--- src/rtl/aer_pkg.sv ---
// Shared access-size encodings and response payload for the SRAM byte
// read controller.
package aer_pkg;

    // Widest SRAM word supported; payload data is sized to it.
    localparam int MAX_WIDTH = 64;

    typedef enum logic [1:0] {
        SIZE_BT = 2'd0,
        SIZE_HW = 2'd1,
        SIZE_WD = 2'd2,
        SIZE_DW = 2'd3
    } size_t;

    typedef struct packed {
        logic [MAX_WIDTH-1:0] data;
        logic                 err;
    } rd_rsp_t;

endpackage

--- src/rtl/sram_rsp_fifo.sv ---
// Synchronous DEPTH x rd_rsp_t response FIFO.
// Ports: push/push_data_i in, pop/pop_data_o out, full_o, empty_o, cnt_o.
module sram_rsp_fifo
    import aer_pkg::*;
#(
    parameter int DEPTH = 2,
    localparam int CW = $clog2(DEPTH + 1),
    localparam int PW = (DEPTH > 1) ? $clog2(DEPTH) : 1
) (
    input  logic          clk_i,
    input  logic          rst_i,
    input  logic          push_i,
    input  rd_rsp_t       push_data_i,
    input  logic          pop_i,
    output rd_rsp_t       pop_data_o,
    output logic          full_o,
    output logic          empty_o,
    output logic [CW-1:0] cnt_o
);

    rd_rsp_t       mem [DEPTH];
    logic [PW-1:0] wr_ptr;
    logic [PW-1:0] rd_ptr;
    logic          do_push;
    logic          do_pop;

    function automatic logic [PW-1:0] ptr_inc(input logic [PW-1:0] p);
        return (p == PW'(DEPTH - 1)) ? '0 : p + 1'b1;
    endfunction

    assign full_o     = (cnt_o == CW'(DEPTH));
    assign empty_o    = (cnt_o == '0);
    assign do_pop     = pop_i & ~empty_o;
    // A push into a full buffer is legal when a pop frees a slot this cycle.
    assign do_push    = push_i & (~full_o | do_pop);
    assign pop_data_o = mem[rd_ptr];

    always_ff @(posedge clk_i or posedge rst_i) begin
        if (rst_i) begin
            wr_ptr <= '0;
            rd_ptr <= '0;
            cnt_o  <= '0;
        end else begin
            if (do_push) wr_ptr <= ptr_inc(wr_ptr);
            if (do_pop)  rd_ptr <= ptr_inc(rd_ptr);
            unique case ({do_push, do_pop})
                2'b10:   cnt_o <= cnt_o + 1'b1;
                2'b01:   cnt_o <= cnt_o - 1'b1;
                default: cnt_o <= cnt_o;
            endcase
        end
    end

    always_ff @(posedge clk_i) begin
        if (do_push) mem[wr_ptr] <= push_data_i;
    end

endmodule

--- src/rtl/sram_byte_rd_ctrl.sv ---
// Byte-addressed read controller over a 1-cycle SRAM: issues word reads,
// extracts/extends the addressed lane(s), returns in-order buffered responses.
// Ports: req_* (valid/ready request), sram_* (read port), rsp_* (valid/ready response).
module sram_byte_rd_ctrl
    import aer_pkg::*;
#(
    parameter int WIDTH     = 16,
    parameter int DEPTH     = 16,
    parameter int RSP_DEPTH = 2,
    localparam int AWIDTH  = $clog2(DEPTH * WIDTH / 8),
    localparam int BIT_END = $clog2(WIDTH / 8),
    localparam int SAW     = $clog2(DEPTH)
) (
    input  logic              clk_i,
    input  logic              rst_i,
    input  logic              req_valid_i,
    output logic              req_ready_o,
    input  logic [AWIDTH-1:0] req_addr_i,
    input  logic [1:0]        req_size_i,
    input  logic              req_signed_i,
    output logic              sram_en_o,
    output logic [SAW-1:0]    sram_addr_o,
    input  logic [WIDTH-1:0]  sram_rdata_i,
    output logic              rsp_valid_o,
    input  logic              rsp_ready_i,
    output logic [WIDTH-1:0]  rsp_data_o,
    output logic              rsp_err_o
);

    localparam int CW = $clog2(RSP_DEPTH + 1);

    size_t              req_size;
    logic               req_err;
    logic               accept;
    logic               pop;
    logic               s1_valid;
    logic [BIT_END-1:0] s1_lane;
    size_t              s1_size;
    logic               s1_signed;
    logic               s1_err;
    rd_rsp_t            push_data;
    rd_rsp_t            head;
    logic               fifo_full;
    logic               fifo_empty;
    logic [CW-1:0]      fifo_cnt;
    logic               unused_bits;

    function automatic logic chk_err(input logic [AWIDTH-1:0] addr,
                                     input size_t sz);
        logic [2:0] lo;
        logic       misalign;
        logic       oversize;
        lo       = 3'(addr);
        // For dword the 3-bit shift wraps to 0, so the mask becomes 3'b111.
        misalign = |(lo & ((3'd1 << sz) - 3'd1));
        oversize = (32'd1 << sz) > 32'(WIDTH / 8);
        return misalign | oversize;
    endfunction

    function automatic logic [WIDTH-1:0] extract(input logic [WIDTH-1:0] rd,
                                                 input logic [BIT_END-1:0] lane,
                                                 input size_t sz,
                                                 input logic sgn);
        logic [WIDTH-1:0] sh;
        logic [WIDTH-1:0] res;
        int               nb;
        logic             sb;
        sh  = rd >> {lane, 3'b000};
        nb  = 8 << sz;
        sb  = 1'b0;
        res = '0;
        for (int i = 0; i < WIDTH; i++) begin
            if (i == nb - 1) sb = sh[i];
        end
        for (int i = 0; i < WIDTH; i++) begin
            res[i] = (i < nb) ? sh[i] : (sgn & sb);
        end
        return res;
    endfunction

    assign req_size = size_t'(req_size_i);
    assign req_err  = chk_err(req_addr_i, req_size);
    assign pop      = rsp_valid_o & rsp_ready_i;

    // Occupancy seen by the next accept: buffered + in S1 - leaving now.
    assign req_ready_o = (int'(fifo_cnt) + int'(s1_valid) - int'(pop))
                         < RSP_DEPTH;
    assign accept      = req_valid_i & req_ready_o;
    assign sram_en_o   = accept & ~req_err;
    assign sram_addr_o = req_addr_i[AWIDTH-1:BIT_END];

    always_ff @(posedge clk_i or posedge rst_i) begin
        if (rst_i) begin
            s1_valid  <= 1'b0;
            s1_lane   <= '0;
            s1_size   <= SIZE_BT;
            s1_signed <= 1'b0;
            s1_err    <= 1'b0;
        end else begin
            s1_valid <= accept;
            if (accept) begin
                s1_lane   <= req_addr_i[BIT_END-1:0];
                s1_size   <= req_size;
                s1_signed <= req_signed_i;
                s1_err    <= req_err;
            end
        end
    end

    always_comb begin
        push_data      = '0;
        push_data.err  = s1_err;
        if (!s1_err) begin
            push_data.data = MAX_WIDTH'(extract(sram_rdata_i, s1_lane,
                                                s1_size, s1_signed));
        end
    end

    sram_rsp_fifo #(
        .DEPTH (RSP_DEPTH)
    ) u_fifo (
        .clk_i       (clk_i),
        .rst_i       (rst_i),
        .push_i      (s1_valid),
        .push_data_i (push_data),
        .pop_i       (pop),
        .pop_data_o  (head),
        .full_o      (fifo_full),
        .empty_o     (fifo_empty),
        .cnt_o       (fifo_cnt)
    );

    // Payload RAM is not reset, so gate the outputs while empty.
    assign rsp_valid_o = ~fifo_empty;
    assign rsp_data_o  = fifo_empty ? '0 : head.data[WIDTH-1:0];
    assign rsp_err_o   = ~fifo_empty & head.err;

    assign unused_bits = ^head.data ^ fifo_full;

endmodule

--- config.mk ---
export PLATFORM = sky130hd
export DESIGN_NAME = sram_byte_rd_ctrl
export DESIGN_NICKNAME = d
export VERILOG_FILES = /design/src/rtl/aer_pkg.sv /design/src/rtl/sram_rsp_fifo.sv /design/src/rtl/sram_byte_rd_ctrl.sv
export SDC_FILE = /design/constraint.sdc
export NUM_CORES = 1
export LEC_CHECK = 0
export ABC_AREA = 1
export BUFFER_PORTS_ARGS = -buffer_cell sky130_fd_sc_hd__buf_2
export CORE_ASPECT_RATIO = 0.9
export CORE_MARGIN = 4
export CORE_UTILIZATION = 35
export CTS_BUF_LIST = sky130_fd_sc_hd__clkbuf_8
export DETAILED_ROUTE_END_ITERATION = 8
export PLACE_DENSITY = 0.56
export SLEW_MARGIN = 0
export SYNTH_ARGS = -nofsm -noshare
export SYNTH_HDL_FRONTEND = slang
export SYNTH_SLANG_ARGS = --single-unit
--- constraint.sdc ---
create_clock -name clk_i -period 3.4 [get_ports clk_i]
set_input_delay 0.68 -clock clk_i [delete_from_list [all_inputs] [get_ports clk_i]]
set_output_delay 0.68 -clock clk_i [all_outputs]
set_load 0.005 [all_outputs]
==> run summary, run 1 <==
Outcome
- **status** finished, final reports clean

Setup path
- **crit path max fanout** 7
- **CP max-delay cell** sky130_fd_sc_hd__fa_1
- **slack of the worst reg-to-reg path** 1.20 ns
- **crit path kind** reg2out
- **number of cell instances on the worst register-to-register path** 13
- **worst-path cell chain** inv_2 -> nand2_2 -> nand2_2 -> inv_1 -> ha_1 -> inv_1 -> nand2_1 -> fa_1 -> nand3_2 -> nand2_4 -> nand2_4 -> nor2_1 -> buf_2
- **CP Launch Type** flip-flop
- **Bufs and invs on worst path** 4
- **end of the worst register-to-register path** s1_lane$_DFFE_PP0P_
- **category of cells accounting for the largest share of critical-path delay** adder cells
- **reg2reg start** u_fifo.cnt_o[1]$_DFFE_PP0P_
- **delay of the slowest cell on the worst path** 0.53 ns
- **Critical Path Sink Type** output port
- **data arrival time at the worst-slack endpoint** 2.45 ns
- **worst path required time** 2.72 ns

Drt
- **top layer reached by signal wires** met4
- **WL met1** 2095 um
- **routed length on met2** 2286 um
- **total number of vias** 1585
- **via density per instance** 4.818
- **total wirelength of the detailed-routed design** 4637 um
- **remaining routing DRC violations** 0
- **average wire length per cell after detail routing** 14.09 um
- **first-pass iteration count of the detailed router** 4
- **count of routing violations after the opening detailed-route iteration** 110
- **wire length on met3** 205 um
- **Routed Antenna Nets** 0

Die
- **Horiz. Die Dim** 90.03 um
- **die area** 0.007367 mm2
- **Rows** 26
- **initial standard-cell utilization of the core** 36.60%
- **top-level I/O count** 52
- **core region area** 0.005791 mm2
- **height of the die** 81.83 um

Timing
- **sum of negative setup slack** 0 ns
- **worst relative slew slack** 49.87%
- **final-report hold violation count** 0
- **period utilisation layout** 92.18%
- **transition at the pin with the smallest max-transition slack** 0.7511 ns
- **Final setup violation count** 0
- **Layout Skew** 0.005617 ns
- **number of pins with negative max-slew slack in the final report** 0
- **unrepaired setup endpoints after global routing** no
- **minimum clock period** 3.134 ns
- **achievable clock frequency** 0.3191 GHz

Clocking
- **Max clock buf depth** 2
- **H-tree levels** 2
- **CTS Root Cell** sky130_fd_sc_hd__clkbuf_8
- **clock buffer count from CTS** 5
- **hold buffer count at CTS** 0
- **clock tree from TritonCTS** yes
- **clock slew seen by the registers of the worst setup and hold paths** 0.08 ns
- **clock latency on the worst-skew pair** 0.29 ns
- **clock sink count** 44

Global routing
- **via count of the first global-routing pass** 1517
- **pin count of the biggest net entering global routing** 19
- **number of antenna violations at the first check in global routing** 0
- **final global-route overflow total** 0
- **wire length of the first global-routing pass** 7458 um
- **total track usage** 12.93%

Finish
- **leading cell types in the layout, fill and taps excluded** sky130_fd_sc_hd__nand2_1, sky130_fd_sc_hd__buf_2, sky130_fd_sc_hd__edfxtp_1
- **Layout Area Growth over Synthesis** 16.41%
- **Inserted Diodes** 0
- **net count reported at finish** 289
- **Finished Cell Area** 0.002467 mm2
- **most frequent standard cell in the layout excluding fill and tap cells** sky130_fd_sc_hd__nand2_1
- **Final Util** 42.61%
- **share of cells above drive strength 1** 25.87%
- **number of standard cells in the layout, taps in and fillers out** 329

Synthesis
- **post-synthesis share of cell area spent on full adders, half adders and majority gates** 2.125%
- **Avg Inst Size Synth** 9.858 um2
- **synthesized netlist net count** 246
- **sequential element share of the synthesized area** 59.98%
- **mux share of post-synthesis cell area** 0%
- **#FFs+latches synth** 44
- **number of warnings reported in the yosys synthesis log** 0
- **post-synthesis compound-gate area fraction** 11.39%
- **fraction of the mapped netlist area in simple logic gates** 19.13%
- **Synth Area in XOR/XNOR** 0.4132%
- **main combinational cell family by area after synthesis** simple AND/OR/NAND/NOR gates
- **synth unique cells** 24
- **Post-Synthesis Cells** 215
- **summed instance area of the synthesized netlist** 0.002120 mm2

Place
- **cell count after placement** 320
- **Detailed Place HPWL** 3126 um
- **I/O Buffers** 43
- **GP Congestion** 0.7618
- **cell area after placement** 0.002362 mm2

Power and ir drop
- **power per standard cell area** 954.0 mW/mm2
- **Peak supply drop** 0.0003284 V
- **leakage power** 1.112 nW

Job
- **max-cap violation count** 0

Worst hold path
- **Worst Hold Class** in2async

sequential cells by signal, indices dropped and copies added, names as in the netlist:
register / cells
u_fifo.wr_ptr: 1
u_fifo.rd_ptr: 1
s1_signed: 1
s1_size: 2
s1_err: 1
s1_valid: 1
s1_lane: 1
u_fifo.mem: 34
u_fifo.cnt_o: 2
cell usage after synthesis (all sizes together):
library cell	number	area share, %
inv	18	3.4
buf	10	3.5
o21ai	10	2.9
fa	1	0.94
o31ai	1	0.35
nor2	18	3.2
dfrtp	10	12
nand2	64	12
edfxtp	34	48
ha	2	1.2
a21oi	33	7.8
a21o	1	0.35
xor2	1	0.41
nand3	12	3.7
where the power goes:
| part | switching, mW | internal (mW) |
|---|---|---|
| clock | 0.168 | 0.162 |
| sequential | 0.0935 | 0.852 |
| combinational | 0.709 | 0.369 |
stage by stage:
stage               hold WS (ns)  power, mW  setup slack (ns)
finish                    0.3605      2.354            0.2660
global route              0.4017      2.574           0.04212
CTS                       0.3764      2.368            0.1875
detailed placement        0.4739      2.034            0.3230
global placement          0.4541      2.016            0.3606
floorplan                 0.4419      1.690            0.6269
kinds of logic after synthesis:
group	count (synthesis)
fa+ha+maj	3
xor+xnor	1
simple gates	94
compound gates	45
flops	44
buf+inv	28
how the worst max path moves through the flow:
stage	from	endpoint	slack, ns	depth (start not counted)
floorplan	rsp_ready_i	sram_en_o	0.63	10
global placement	rsp_ready_i	sram_en_o	0.36	12
detailed placement	rsp_ready_i	sram_en_o	0.32	12
CTS	u_fifo.cnt_o[1]$_DFFE_PP0P_	sram_en_o	0.19	13
global route	u_fifo.cnt_o[1]$_DFFE_PP0P_	sram_en_o	0.04	13
finish	u_fifo.cnt_o[1]$_DFFE_PP0P_	sram_en_o	0.27	13
final cells by class:
| type | count | area (um2) |
|---|---|---|
| clock buffers | 6 | 82.58 |
| clock inverters | 2 | 11.26 |
| fillers | 596 | 3323 |
| inverters | 18 | 72.57 |
| multi-input cells | 143 | 703.2 |
| flip-flops and latches | 44 | 1272 |
| well taps | 70 | 87.58 |
| repair buffers | 46 | 237.7 |
what timing repair did:
| action | 4_1_cts | 5_1_grt |
|---|---|---|
| endpoints found under the setup margin | 0 | 1 |
| gates resized for setup | 0 | 2 |
| buffers inserted | 0 | 1 |
worst register-to-register path, cell delays in order, from the launching register on:
cell and delay [ns]:
sky130_fd_sc_hd__dfrtp_2 0.45, sky130_fd_sc_hd__inv_2 0.10, sky130_fd_sc_hd__nand2_2 0.09, sky130_fd_sc_hd__nand2_2 0.09
sky130_fd_sc_hd__inv_1 0.06, sky130_fd_sc_hd__ha_1 0.26, sky130_fd_sc_hd__inv_1 0.05, sky130_fd_sc_hd__nand2_1 0.07
sky130_fd_sc_hd__fa_1 0.53, sky130_fd_sc_hd__nand3_2 0.09, sky130_fd_sc_hd__nand2_4 0.11, sky130_fd_sc_hd__nand2_4 0.08
sky130_fd_sc_hd__nand2_1 0.06, sky130_fd_sc_hd__nand2_1 0.06
routing by layer:
layer,vias to the layer above,GRT usage (%)
met1,741,16.12
met3,6,2.839
met4,0,5.657
li1,802,-
met5,-,0
met2,36,22.00
Note: power is estimated with default switching activity, not from simulation.
==> inputs of run 2 (changes only) <==
--- a/config.mk
+++ b/config.mk
@@ -5,7 +5,6 @@
 export SDC_FILE = /design/constraint.sdc
 export NUM_CORES = 1
 export LEC_CHECK = 0
-export ABC_AREA = 1
 export BUFFER_PORTS_ARGS = -buffer_cell sky130_fd_sc_hd__buf_2
 export CORE_ASPECT_RATIO = 0.9
 export CORE_MARGIN = 4
==> run summary, run 2 <==
Global routing
- **final global-route overflow total** 0, unchanged
- **via count of the first global-routing pass** 1322, -13%
- **number of antenna violations at the first check in global routing** 0, unchanged
- **total track usage** 11.68%, -1.3 points
- **wire length of the first global-routing pass** 6644 um, -11%
- **pin count of the biggest net entering global routing** 19, unchanged

Finish
- **largest registers** u_fifo.mem: 34 flops, s1_size: 2 flops, u_fifo.cnt_o: 2 flops
- **Final Util** 43.37%, +0.76 points
- **leading cell types in the layout, fill and taps excluded** sky130_fd_sc_hd__buf_2, sky130_fd_sc_hd__edfxtp_1, sky130_fd_sc_hd__mux2i_1, sky130_fd_sc_hd__nor2_1, sky130_fd_sc_hd__a21oi_1
- **number of filler instances in the final layout** 546, -8.4%
- **number of flip-flops in the largest register** 34, unchanged
- **share of cells above drive strength 1** 33.33%, +7.5 points
- **Layout Area Growth over Synthesis** 18.41%
- **Reg with most FFs** u_fifo.mem
- **Inserted Diodes** 0, unchanged
- **number of standard cells in the layout, taps in and fillers out** 280, -15%
- **most frequent standard cell in the layout excluding fill and tap cells** sky130_fd_sc_hd__buf_2
- **net count reported at finish** 240, -17%

Setup path
- **crit path max fanout** 4, -3
- **slack of the worst reg-to-reg path** 0.76 ns, -0.44 ns
- **data arrival time at the worst-slack endpoint** 2.58 ns, +0.13 ns
- **Critical Path Sink Type** output port
- **number of cell instances on the worst register-to-register path** 9, -4
- **reg2reg start** u_fifo.cnt_o[0]$_DFFE_PP0P_
- **crit path kind** reg2out
- **CP Launch Type** flip-flop
- **end of the worst register-to-register path** s1_lane$_DFFE_PP0P_
- **worst path required time** 2.72 ns, about the same

Timing
- **slack of the critical path** 0.1401 ns, -0.1258 ns
- **Layout Skew** 0.008341 ns, +0.002725 ns
- **worst relative slew slack** 47.10%, -2.8 points
- **final-report hold violation count** 0, unchanged
- **number of pins with negative max-slew slack in the final report** 0, unchanged
- **unrepaired setup endpoints after global routing** no
- **minimum clock period** 3.260 ns, +0.1258 ns
- **transition at the pin with the smallest max-transition slack** 0.7906 ns, +0.03950 ns
- **period utilisation layout** 95.88%, +3.7 points
- **Final setup violation count** 0, unchanged
- **achievable clock frequency** 0.3068 GHz, -3.9%

Clocking
- **Max clock buf depth** 2, unchanged
- **hold buffer count at CTS** 0, unchanged
- **clock latency on the worst-skew pair** 0.29 ns, about the same
- **clock tree from TritonCTS** yes
- **setup bufs post-CTS** 0, unchanged
- **H-tree levels** 2, unchanged
- **CTS Root Cell** sky130_fd_sc_hd__clkbuf_8
- **clock slew seen by the registers of the worst setup and hold paths** 0.08 ns, about the same
- **clock sink count** 44, unchanged
- **clock buffer count from CTS** 5, unchanged

Synthesis
- **Primary FF master, synth** sky130_fd_sc_hd__edfxtp_1
- **fraction of the mapped netlist area in simple logic gates** 10.27%, -8.9 points
- **main combinational cell family by area after synthesis** multiplexers
- **post-synthesis compound-gate area fraction** 6.667%, -4.7 points
- **mux share of post-synthesis cell area** 15.58%, +16 points
- **Avg Inst Size Synth** 12.93 um2, +31%
- **leading cell type by number of instances after synthesis** sky130_fd_sc_hd__edfxtp_1
- **Post-synth top cells** sky130_fd_sc_hd__edfxtp_1, sky130_fd_sc_hd__mux2i_1, sky130_fd_sc_hd__nor2_1
- **Synth Area in XOR/XNOR** 0.8260%, +0.41 points
- **sequential element share of the synthesized area** 59.94%, about the same
- **#FFs+latches synth** 44, unchanged
- **synthesized netlist net count** 195, -21%
- **post-synth top area share** 48.14%, about the same
- **leading post-synthesis cells by cell area** sky130_fd_sc_hd__edfxtp_1, sky130_fd_sc_hd__mux2i_1, sky130_fd_sc_hd__dfrtp_1
- **number of enable flip-flop cells after synthesis** 34, unchanged
- **number of warnings reported in the yosys synthesis log** 0, unchanged
- **async set-reset flop share out of synthesis** 22.73%, unchanged
- **Post-Synthesis Cells** 164, -24%
- **cell type with the largest total area after synthesis** sky130_fd_sc_hd__edfxtp_1
- **post-synthesis share of cell area spent on full adders, half adders and majority gates** 2.124%, about the same
- **synth unique cells** 30, +25%
- **summed instance area of the synthesized netlist** 0.002121 mm2, about the same

Die
- **top-level I/O count** 52, unchanged
- **initial standard-cell utilization of the core** 36.62%, about the same
- **die area** 0.007370 mm2, about the same
- **Rows** 26, unchanged
- **core region area** 0.005791 mm2, unchanged
- **height of the die** 81.85 um, about the same
- **Horiz. Die Dim** 90.05 um, about the same

Power and ir drop
- **overall power** 2.447 mW, +4.0%
- **power per standard cell area** 974.5 mW/mm2, +2.2%
- **Peak supply drop** 0.0005798 V, +77%
- **leakage power** 1.105 nW, -0.56%

Drt
- **Routed Antenna Nets** 0, unchanged
- **average wire length per cell after detail routing** 14.76 um, +4.7%
- **total number of vias** 1316, -17%
- **count of routing violations after the opening detailed-route iteration** 104, -5.5%
- **first-pass iteration count of the detailed router** 4, unchanged
- **via density per instance** 4.700, -2.4%
- **total wirelength of the detailed-routed design** 4133 um, -11%
- **remaining routing DRC violations** 0, unchanged

Worst hold path
- **Worst Hold Class** in2async

Outcome
- **status** finished, final reports clean

Place
- **GP Congestion** 0.6696, -12%
- **setup slack after placement** -0.02878 ns, -0.3518 ns
- **Detailed Place HPWL** 2895 um, -7.4%
- **cell count after placement** 272, -15%
- **I/O Buffers** 43, unchanged

Job
- **max-cap violation count** 0, unchanged

run 2: layout make-up:
class / instances / area (um2) / share of cell area, %
Clock inverter: 3 / 18.77 / 0.7474
Multi-Input combinational cell: 100 / 767.0 / 30.54
Sequential cell: 44 / 1271 / 50.62
Clock buffer: 5 / 68.82 / 2.740
Tap cell: 70 / 87.58 / 3.488
Inverter: 8 / 30.03 / 1.196
Timing Repair Buffer: 50 / 267.8 / 10.66
run 2: cell families (layout without fill, tap and decap cells):
family / after synthesis / count (layout)
simple gates: 46 / 46
flops: 44 / 44
mux: 31 / 31
buf+inv: 20 / 66
compound gates: 18 / 18
fa+ha+maj: 3 / 3
xor+xnor: 2 / 2
run 2: per-layer routing:
metal,routed length (um),vias up,global-route usage [%]
met5,0,-,0
met4,40,0,3.670
met3,272,5,3.205
met2,1846,45,17.90
met1,1975,609,16.21
li1,-,657,-
run 2: how the worst max path moves through the flow:
stage	start	to	slack (ns)	cells past startpoint
after global placement	rsp_ready_i	sram_en_o	0.007	9
after floorplan	u_fifo.cnt_o[1]$_DFFE_PP0P_	sram_en_o	0.01	9
after global routing	u_fifo.cnt_o[0]$_DFFE_PP0P_	sram_en_o	0.003	9
after CTS	u_fifo.cnt_o[0]$_DFFE_PP0P_	sram_en_o	0.03	9
after detailed placement	rsp_ready_i	sram_en_o	-0.03	9
final	u_fifo.cnt_o[0]$_DFFE_PP0P_	sram_en_o	0.14	9
run 2: where the power goes:
part / leakage [nW] / total, mW / switching, mW / internal, mW
sequential: 0.438 / 0.961 / 0.128 / 0.833
combinational: 0.619 / 1.17 / 0.610 / 0.557
clock: 0.0479 / 0.319 / 0.176 / 0.143
run 2: metrics by stage:
step / TNS (ns) / hold WS, ns / instance area, um2
after global routing: 0 / 0.3725 / 2511
after global placement: 0 / 0.4777 / 2409
after floorplan: 0 / 0.4402 / 2121
final: 0 / 0.3477 / 2511
after CTS: 0 / 0.3620 / 2499
after detailed placement: -0.02878 / 0.4658 / 2409
run 2: worst max-delay path: stages, from the launching register on:
cell,delay (ns)
sky130_fd_sc_hd__dfrtp_1,0.44
sky130_fd_sc_hd__nor2_4,0.14
sky130_fd_sc_hd__nor2b_4,0.06
sky130_fd_sc_hd__ha_1,0.26
sky130_fd_sc_hd__nand2b_2,0.21
sky130_fd_sc_hd__fa_2,0.58
sky130_fd_sc_hd__nand2_1,0.11
sky130_fd_sc_hd__a211oi_4,0.23
sky130_fd_sc_hd__and2_1,0.16
sky130_fd_sc_hd__buf_2,0.11
run 2: what timing repair did:
action                                  CTS  global route
endpoints found under the setup margin    1             1
gates resized for setup                   1             3
pin swaps                                 0             3
